===== config.mk =====
export PLATFORM = sky130hd
export DESIGN_NAME = lsu_ctrl
export DESIGN_NICKNAME = d
export VERILOG_FILES = /design/src/rtl/lsu_ctrl.sv
export SDC_FILE = /design/constraint.sdc
export NUM_CORES = 1
export LEC_CHECK = 0
export ABC_AREA = 1
export BUFFER_PORTS_ARGS = -buffer_cell sky130_fd_sc_hd__buf_2
export CORE_MARGIN = 2
export CORE_UTILIZATION = 52
export CTS_CLUSTER_SIZE = 10
export DETAILED_ROUTE_END_ITERATION = 6
export GPL_TIMING_DRIVEN = 0
export PLACE_DENSITY = 0.82
export SKIP_CTS_REPAIR_TIMING = 1
export SLEW_MARGIN = 25
export SYNTH_ARGS = -nofsm -noshare
export SYNTH_HDL_FRONTEND = slang
export SYNTH_HIERARCHICAL = 1
export SYNTH_SLANG_ARGS = --single-unit

===== constraint.sdc =====
create_clock -name clk -period 1.85 [get_ports clk]
set_input_delay 0.185 -clock clk [delete_from_list [all_inputs] [get_ports clk]]
set_output_delay 0.185 -clock clk [all_outputs]
set_load 0.03 [all_outputs]

===== src/rtl/lsu_ctrl.sv =====
// Load/store controller: sequences loads, read-modify-write sub-word stores and full-word stores.
// Optional macro LSU_MISALIGN_TRAP_EN: trap misaligned half/word accesses with resp_err.
package lsu_pkg;
  localparam logic [2:0] F3_B  = 3'b000;
  localparam logic [2:0] F3_H  = 3'b001;
  localparam logic [2:0] F3_W  = 3'b010;
  localparam logic [2:0] F3_D  = 3'b011;
  localparam logic [2:0] F3_BU = 3'b100;
  localparam logic [2:0] F3_HU = 3'b101;
  localparam logic [2:0] F3_WU = 3'b110;
endpackage

// Load unit: extracts and extends the addressed field of a memory word.
module lu
  import lsu_pkg::*;
#(
  parameter int XLEN = 32
) (
  input  logic            s_byte_i,
  input  logic [2:0]      funct3_i,
  input  logic [XLEN-1:0] data_i,
  output logic [XLEN-1:0] data_o
);
  logic [7:0] b;

  // Select byte lane, then size/sign extend.
  always_comb begin
    b      = s_byte_i ? data_i[15:8] : data_i[7:0];
    data_o = '0;
    case (funct3_i)
      F3_B:    data_o = XLEN'($signed(b));
      F3_H:    data_o = XLEN'($signed(data_i[15:0]));
      F3_W:    data_o = XLEN'($signed(data_i[31:0]));
      F3_D:    data_o = data_i;
      F3_BU:   data_o = XLEN'(b);
      F3_HU:   data_o = XLEN'(data_i[15:0]);
      F3_WU:   data_o = XLEN'(data_i[31:0]);
      default: data_o = '0;
    endcase
  end
endmodule

// Store unit: merges store data into the previously read word.
module su
  import lsu_pkg::*;
#(
  parameter int XLEN = 32
) (
  input  logic            s_byte_i,
  input  logic [2:0]      funct3_i,
  input  logic [XLEN-1:0] data_l_i,
  input  logic [XLEN-1:0] data_in_i,
  output logic [XLEN-1:0] data_o
);
  // Replace only the field covered by the store size.
  always_comb begin
    data_o = data_l_i;
    case (funct3_i)
      F3_B: begin
        if (s_byte_i) data_o[15:8] = data_in_i[7:0];
        else          data_o[7:0]  = data_in_i[7:0];
      end
      F3_H:    data_o[15:0] = data_in_i[15:0];
      F3_W:    data_o[31:0] = data_in_i[31:0];
      F3_D:    data_o = data_in_i;
      default: data_o = data_l_i;
    endcase
  end
endmodule

module lsu_ctrl
  import lsu_pkg::*;
#(
  parameter int XLEN = 32
) (
  input  logic            clk,
  input  logic            rst,
  input  logic            req_valid,
  output logic            req_ready,
  input  logic            req_we,
  input  logic [2:0]      req_funct3,
  input  logic [XLEN-1:0] req_addr,
  input  logic [XLEN-1:0] req_wdata,
  output logic            resp_valid,
  output logic [XLEN-1:0] resp_rdata,
  output logic            resp_err,
  output logic            mem_req,
  output logic            mem_we,
  output logic [XLEN-1:0] mem_addr,
  output logic [XLEN-1:0] mem_wdata,
  input  logic            mem_ack,
  input  logic [XLEN-1:0] mem_rdata
);
  typedef enum logic [1:0] {
    IDLE,
    RD,
    WR,
    RESP
  } state_e;

  state_e          state_q, state_d;
  logic            we_q, we_d;
  logic [2:0]      f3_q, f3_d;
  logic [XLEN-1:0] addr_q, addr_d;
  logic [XLEN-1:0] wdata_q, wdata_d;
  logic [XLEN-1:0] word_q, word_d;
  logic [XLEN-1:0] rdata_q, rdata_d;
  logic            err_q, err_d;

  logic [XLEN-1:0] lu_out;
  logic [XLEN-1:0] su_out;
  logic [XLEN-1:0] resp_now;
  logic            bad_f3;
  logic            misal;

  lu #(.XLEN(XLEN)) u_lu (
    .s_byte_i (addr_q[0]),
    .funct3_i (f3_q),
    .data_i   (word_q),
    .data_o   (lu_out)
  );

  su #(.XLEN(XLEN)) u_su (
    .s_byte_i  (addr_q[0]),
    .funct3_i  (f3_q),
    .data_l_i  (word_q),
    .data_in_i (wdata_q),
    .data_o    (su_out)
  );

  // Classify the incoming request: undefined code or misaligned access.
  always_comb begin
    bad_f3 = req_we ? req_funct3[2] : (req_funct3 == 3'b111);
`ifdef LSU_MISALIGN_TRAP_EN
    if (req_we)
      misal = req_addr[0] &&
              (req_funct3 == F3_H || req_funct3 == F3_W);
    else
      misal = req_addr[0] &&
              (req_funct3 == F3_H || req_funct3 == F3_HU ||
               req_funct3 == F3_W || req_funct3 == F3_WU);
`else
    misal = 1'b0;
`endif
  end

  // Next-state and register update logic.
  always_comb begin
    state_d = state_q;
    we_d    = we_q;
    f3_d    = f3_q;
    addr_d  = addr_q;
    wdata_d = wdata_q;
    word_d  = word_q;
    rdata_d = rdata_q;
    err_d   = err_q;
    case (state_q)
      IDLE: begin
        if (req_valid) begin
          we_d    = req_we;
          f3_d    = req_funct3;
          addr_d  = req_addr;
          wdata_d = req_wdata;
          err_d   = bad_f3 | misal;
          if (bad_f3 | misal)
            state_d = RESP;
          else if (req_we && req_funct3 == F3_D)
            state_d = WR;
          else
            state_d = RD;
        end
      end
      RD: begin
        if (mem_ack) begin
          word_d  = mem_rdata;
          state_d = we_q ? WR : RESP;
        end
      end
      WR: begin
        if (mem_ack) state_d = RESP;
      end
      RESP: begin
        rdata_d = resp_now;
        state_d = IDLE;
      end
      default: state_d = IDLE;
    endcase
  end

  // Output decode from the current state.
  always_comb begin
    resp_now   = (we_q || err_q) ? '0 : lu_out;
    req_ready  = (state_q == IDLE);
    resp_valid = (state_q == RESP);
    resp_err   = (state_q == RESP) && err_q;
    resp_rdata = (state_q == RESP) ? resp_now : rdata_q;
    mem_req    = (state_q == RD) || (state_q == WR);
    mem_we     = (state_q == WR);
    mem_addr   = mem_req ? {addr_q[XLEN-1:1], 1'b0} : '0;
    mem_wdata  = (state_q == WR) ? su_out : '0;
  end

  // State and datapath registers with synchronous reset.
  always_ff @(posedge clk) begin
    if (rst) begin
      state_q <= IDLE;
      we_q    <= 1'b0;
      f3_q    <= '0;
      addr_q  <= '0;
      wdata_q <= '0;
      word_q  <= '0;
      rdata_q <= '0;
      err_q   <= 1'b0;
    end else begin
      state_q <= state_d;
      we_q    <= we_d;
      f3_q    <= f3_d;
      addr_q  <= addr_d;
      wdata_q <= wdata_d;
      word_q  <= word_d;
      rdata_q <= rdata_d;
      err_q   <= err_d;
    end
  end
endmodule


==> Word level (Yosys, flattened, before mapping) <==
Cells that the tools add are included.
{ "classes": {"n_reduce_logical": 12, "n_eq_ne": 14, "muxes": 18} }
{ "op_table": {"columns": ["operator", "count"], "rows": [
  ["$pmux 32 s5", 1],
  ["$mux 32", 4],
  ["$pmux 16 s2", 1],
  ["$mux 8", 3],
  ["$mux 16", 1],
  ["$eq 3x3->1 const B", 4],
  ["$mux 2", 5],
  ["$eq 3x2->1 const B", 3],
  ["$pmux 2 s4", 1],
  ["$reduce_or 3->1", 2],
  ["$eq 2x2->1 const B", 2],
  ["$ne 2x2->1 const B", 2],
  ["$reduce_and 2->1", 2],
  ["$eq 3x1->1 const B", 1],
  ["$logic_not 3->1", 1],
  ["$reduce_and 3->1", 1],
  ["$eq 2x1->1 const B", 1],
  ["$logic_and 1x1->1", 2],
  ["$logic_not 2->1", 1],
  ["$logic_or 1x1->1", 2],
  ["$mux 1", 2],
  ["$ne 2x1->1 const B", 1],
  ["$reduce_or 2->1", 1]
]} }
{ "totals": {"word_cells": 52, "in_bits": 104, "output_inout_bits": 101, "register_bits": 135} }

==> Logic depth before layout (Yosys ltp) <==
{ "depth": {"depth_word": 6, "depth_mapped": 9, "mapped_depth_nobuf": 8} }

==> Modules after synthesis <==
The synthesis kept the hierarchy.
{ "modules_own_cells": {"columns": ["mod", "cells_each", "area_per_inst_um2", "n_inst", "seq_area_each_um2"], "rows": [
  ["lsu_ctrl", 785, 5495.3, 1, 2702.6],
  ["su", 180, 912.1, 1, 0.0],
  ["lu", 140, 611.8, 1, 0.0]
]} }

==> Worst setup path before layout <==
Ideal clock, no wire load.
{ "synth_timing": {"kind": "flip-flop to output port", "from": "register state_q[0]", "to": "output resp_rdata[0]", "required_time_ns": 1.665, "path_buffers": 2, "path_stages_with_launch": 6, "arrival_ns": 1.550, "slack_ns": 0.115, "cell_sequence": "dfxtp_1 > ha_1 > buf_2 > clkbuf_1 > nand3_1 > nand2_1"} }
{ "synth_between": {"elab_chain_cells": 2} }
{ "synth_lines": {"columns": ["item", "line", "text"], "rows": [
  ["start, declared", "101", "state_e state_q, state_d;"],
  ["start signal, assigned", "215", "state_q <= state_d;"],
  ["$eq 2x2->1", null, null],
  ["via resp_valid", "84", "output logic resp_valid,"],
  ["$mux 32", null, null],
  ["end, declared", "85", "output logic [XLEN-1:0] resp_rdata,"]
]} }
The timed path passes the listed nets, and every way through them passes these cells.

==> Final worst setup path <==
{ "layout_timing": {"from": "register f3_q[1]", "to": "output resp_rdata[31]"} }
{ "layout_between": {"elab_chain_cells": 5, "word_cells_on_any_way": 11, "classes_between": "eq/ne: 6; mux: 3; reduce/logical: 2"} }
{ "layout_lines": {"columns": ["item", "line", "text"], "rows": [
  ["start, declared", "103", "logic [2:0] f3_q, f3_d;"],
  ["start signal, assigned", "208", "f3_q <= '0;"],
  ["start signal, assigned", "217", "f3_q <= f3_d;"],
  ["$eq 3x2->1 / $eq 3x3->1 (equally long branches)", "30", "case (funct3_i)"],
  ["$reduce_or 3->1 (no source line)", null, null],
  ["$pmux 32 s5 *", "30", null],
  ["via lu_out[31]", "110", "logic [XLEN-1:0] lu_out;"],
  ["$mux 32 *", "192", "resp_now = (we_q || err_q) ? '0 : lu_out;"],
  ["$mux 32 *", null, null]
]} }
The timed path passes the listed nets; every way through them passes the cells marked *.

==> reports/summary.md <==
Wires add up to 21400 um. After detailed routing, the average wire length per cell comes to 13.9 um. The run gives 4 as the deepest level of the CTS H-tree. sky130_fd_sc_hd__nand2_1 is the most common cell in the netlist.

The synthesized area per cell is 6.35 um2, and the data required time of the critical path is 1.66 ns. In this run the vertical extent of the chip is 120 um. No sink is reached through more buffers than the 2 on the longest clock path. Entering global routing, the biggest net connects 17 pins.

CTS saw 135 sinks. Between clock sinks in the finished design, the worst skew comes to 0.00595 ns. Dividing total power by cell area gives a power density of 1430 nW/um2. For the count of final max-slew check failures, the log shows 0. The post-route clock period utilization is 1.14. The run gives 1451 as the net count reported at finish.

Setup total negative slack on the finished layout was measured at -9.25 ns. The checks that failed: setup timing. The floorplan step defined a die boundary enclosing 14400 um2.

The internal power of the cells totals 8490 uW. The worst setup path is captured at an output port. The top-area cell type share of the netlist area works out to 0.385.

During synthesis, Yosys emitted a total of 6 warnings. The worst setup path endpoint is resp_rdata[31]. The initial antenna violation count came out at 1. After clock tree synthesis, the clock-pin slew on the worst setup and hold paths is 0.06 ns. Max-cap violations in this run came to 0. For the number of remaining DRC errors, the log shows 0. In the post-synthesis netlist, the biggest area contributors are sky130_fd_sc_hd__dfxtp_1 (39%), sky130_fd_sc_hd__nand2_1 (16%), sky130_fd_sc_hd__nor2_1 (11%). The run gives 0.42 ns as the later-pin clock latency in the skew report. Share of flip-flops with an asynchronous set or reset after synthesis: 0. The worst setup path is launched from a flip-flop.

The count of buffers added on input and output ports is 202. For the worst setup path, the data arrival time is 1.93 ns. Setup violations remaining at the end of the flow were counted as 63. Hold is met by 0.0130 ns. Net count after synthesis: 1213. Synthesis handed over a netlist of 1105 instances.

Clock tree synthesis inserted a total of 17 buffers. The weighted congestion at the end of routability-driven global placement is 0.930. The synthesized flop and latch total is 135.

For the cell area reported after detailed placement, the log shows 8250 um2. The switching share of power is 0.404. The analysis attributes to cell leakage a power of 0.00540 uW. The detail route stage leaves a number of antenna-violating nets equal to 0.

In this run, distinct cell masters in the synthesized netlist total 27. The run finished, with violations left. The I/O pin count was 205; the total via count in the routed design was 7748.

The biggest fanout along the worst timing path came out at 8. The tools report the part of the total power dissipated in sequential elements as 0.300. The tools report the maximum achievable frequency as 473 MHz.

The share of total power in the clock network was 0.239. By count the netlist is led by sky130_fd_sc_hd__nand2_1 (302), sky130_fd_sc_hd__nor2_1 (210), sky130_fd_sc_hd__dfxtp_1 (135), sky130_fd_sc_hd__o21ai_0 (101), sky130_fd_sc_hd__inv_1 (100). The first-pass GRT wire length came out at 31800 um. In this run the horizontal extent of the chip is 120 um.

The smallest setup slack after layout is -0.263 ns. The start point of the critical path was f3_q[1]. The net switching power came out at 5760 uW.

The total overflow left after global routing is 0. The final standard cell area without fillers was 10000 um2; the part of the Yosys area used for sequential elements was 0.385. The library cell occupying the most area in the post-synthesis netlist was sky130_fd_sc_hd__dfxtp_1.

The floorplan has 42 rows. The first-pass iteration count of the detailed router was 7; the maximum ir drop on the vdd rail was 1100 uV. TritonCTS built the clock tree.

The synthesized netlist occupies a cell area of 7020 um2. The DRC marker count from the first detailed-route iteration is 540, and the setup slack of the most critical reg-to-reg path is 0.10 ns. The via count of the first global-routing pass is 6819, and the initial core utilization is 0.532. Dividing the detail-routed via count by the number of cells gives 5.06. The total half-perimeter wirelength after legalization and detailed placement was 14900 um. The startpoint identified for the worst register-to-register timing path is state_q[1]. For the total global routing track utilization, the log shows 0.277. The critical path in this run is classified as reg -> out.

Classification of the worst-slack hold path: in -> reg. Fraction of layout cells with a size suffix above 1: 0.335. The cell chosen for the clock root was sky130_fd_sc_hd__clkbuf_16. The hold violation count in the final report was 0. Post-synthesis to final-layout area growth: 42.4%.

The core footprint was 13200 um2. The worst register-to-register path has a depth of 7. The combinational share of power was 0.461. The endpoint identified for the worst register-to-register timing path is word_q[12].

Among all flip-flop cells after synthesis, the most frequent one is sky130_fd_sc_hd__dfxtp_1. Setup repair after global routing could not meet its margin everywhere. In this run, synthesis inferred 0 flip-flops with an integrated enable.

The final critical delay including setup and external delays was 2.11 ns; the number of antenna diodes was 0.
[flip-flops by register name (all words and copies together) (netlist names)]
signal	flops
rdata_q	32
word_q	32
addr_q	32
wdata_q	32
we_q	1
err_q	1
state_q	2
f3_q	3
[critical path, cell delays in order, from the launching register on]
cell	delay, ns
sky130_fd_sc_hd__dfxtp_4	0.36
sky130_fd_sc_hd__buf_8	0.13
sky130_fd_sc_hd__nor2_4	0.15
sky130_fd_sc_hd__clkinv_4	0.08
sky130_fd_sc_hd__nor2_4	0.09
sky130_fd_sc_hd__nand2_4	0.09
sky130_fd_sc_hd__buf_6	0.14
sky130_fd_sc_hd__nand2_1	0.06
sky130_fd_sc_hd__nand3_1	0.12
sky130_fd_sc_hd__nand2_1	0.13
sky130_fd_sc_hd__buf_6	0.14
[layer usage]
layer | share of wire | up-vias | routed length, um | global-route usage
li1 | - | 3903 | - | -
met1 | 0.40 | 3464 | 8560 | 0.338
met2 | 0.49 | 309 | 10500 | 0.461
met3 | 0.071 | 70 | 1510 | 0.0689
met4 | 0.037 | 2 | 797 | 0.128
met5 | 0.00070 | - | 15 | 0
[placed cells by master (no fill, tap or decap), types with 2 or more instances in the layout]
cell type | Yosys | final
sky130_fd_sc_hd__buf_8 | 1 | 9
sky130_fd_sc_hd__bufinv_16 | 0 | 3
sky130_fd_sc_hd__clkbuf_16 | 0 | 19
sky130_fd_sc_hd__nor2_4 | 2 | 2
sky130_fd_sc_hd__ha_4 | 0 | 2
sky130_fd_sc_hd__nand3_2 | 10 | 28
sky130_fd_sc_hd__clkbuf_8 | 0 | 3
sky130_fd_sc_hd__clkbuf_4 | 0 | 18
sky130_fd_sc_hd__clkbuf_1 | 26 | 17
sky130_fd_sc_hd__dfxtp_1 | 135 | 129
sky130_fd_sc_hd__nand3_1 | 97 | 79
sky130_fd_sc_hd__nor2_2 | 9 | 12
sky130_fd_sc_hd__inv_2 | 3 | 23
sky130_fd_sc_hd__o21ai_1 | 4 | 4
sky130_fd_sc_hd__nand2_8 | 1 | 2
sky130_fd_sc_hd__clkinv_4 | 1 | 2
sky130_fd_sc_hd__nand2_4 | 2 | 13
sky130_fd_sc_hd__nand2_1 | 302 | 254
sky130_fd_sc_hd__inv_4 | 0 | 3
sky130_fd_sc_hd__nand2_2 | 11 | 47
sky130_fd_sc_hd__buf_4 | 10 | 16
sky130_fd_sc_hd__inv_1 | 100 | 75
sky130_fd_sc_hd__a21oi_1 | 35 | 35
sky130_fd_sc_hd__clkinv_2 | 1 | 6
sky130_fd_sc_hd__o21ai_0 | 101 | 100
sky130_fd_sc_hd__buf_12 | 1 | 3
sky130_fd_sc_hd__buf_2 | 28 | 143
sky130_fd_sc_hd__buf_6 | 8 | 85
sky130_fd_sc_hd__dfxtp_4 | 0 | 5
sky130_fd_sc_hd__clkbuf_2 | 0 | 3
sky130_fd_sc_hd__nor2_1 | 210 | 207
[cell families (layout without fill, tap and decap cells)]
group                    Yosys count  count (layout)  share of synthesized area
AO/OA/AOI/OAI                    140             140                     0.0998
buffers and inverters            179             430                      0.119
adder cells (fa/ha/maj)            4               4                    0.00713
flip-flops                       135             135                      0.385
AND/OR/NAND/NOR                  646             646                      0.388
other                              1               1                   0.000534
[stage by stage]
| stage | utilization | instances | worst slack, ns | power (uW) |
|---|---|---|---|---|
| floorplan | - | 1105 | 0.115 | 7880 |
| global placement | 0.625 | 1483 | -0.0194 | 9110 |
| detailed placement | 0.625 | 1483 | -0.00405 | 9200 |
| CTS | 0.671 | 1515 | -0.456 | 12600 |
| global route | 0.758 | 1532 | -0.327 | 15100 |
| finish | 0.758 | 1532 | -0.263 | 14300 |
[power by group through the flow]
stage | Clock (uW) | Sequential, uW | Combinational, uW
6_report | 3410 | 4280 | 6570
2_1_floorplan | 0 | 3990 | 3890
4_1_cts | 3430 | 4150 | 5040
3_5_place_dp | 0 | 4200 | 5010
5_1_grt | 3560 | 4360 | 7140
3_3_place_gp | 0 | 4170 | 4930
[cell type report]
| cell class | instances | area [um2] |
|---|---|---|
| Fill cell | 1038 | 3190 |
| Clock inverter | 9 | 123 |
| Inverter | 105 | 418 |
| Buffer | 73 | 563 |
| Tap cell | 176 | 220 |
| Clock buffer | 23 | 478 |
| Multi-Input combinational cell | 791 | 3800 |
| Sequential cell | 135 | 2720 |
| Timing Repair Buffer | 220 | 1680 |
[worst min-delay path by stage]
stage                  start           to  slack, ns  cells past startpoint
2_1_floorplan  req_wdata[21]  wdata_q[21]       0.33                      2
5_1_grt         req_addr[24]   addr_q[24]      0.008                      3
6_report       req_wdata[26]  wdata_q[26]       0.01                      3
4_1_cts        req_wdata[26]  wdata_q[26]      0.001                      3
3_5_place_dp   req_wdata[26]  wdata_q[26]       0.44                      3
3_3_place_gp   req_wdata[21]  wdata_q[21]       0.42                      3
(Power assumes the default switching activity.)
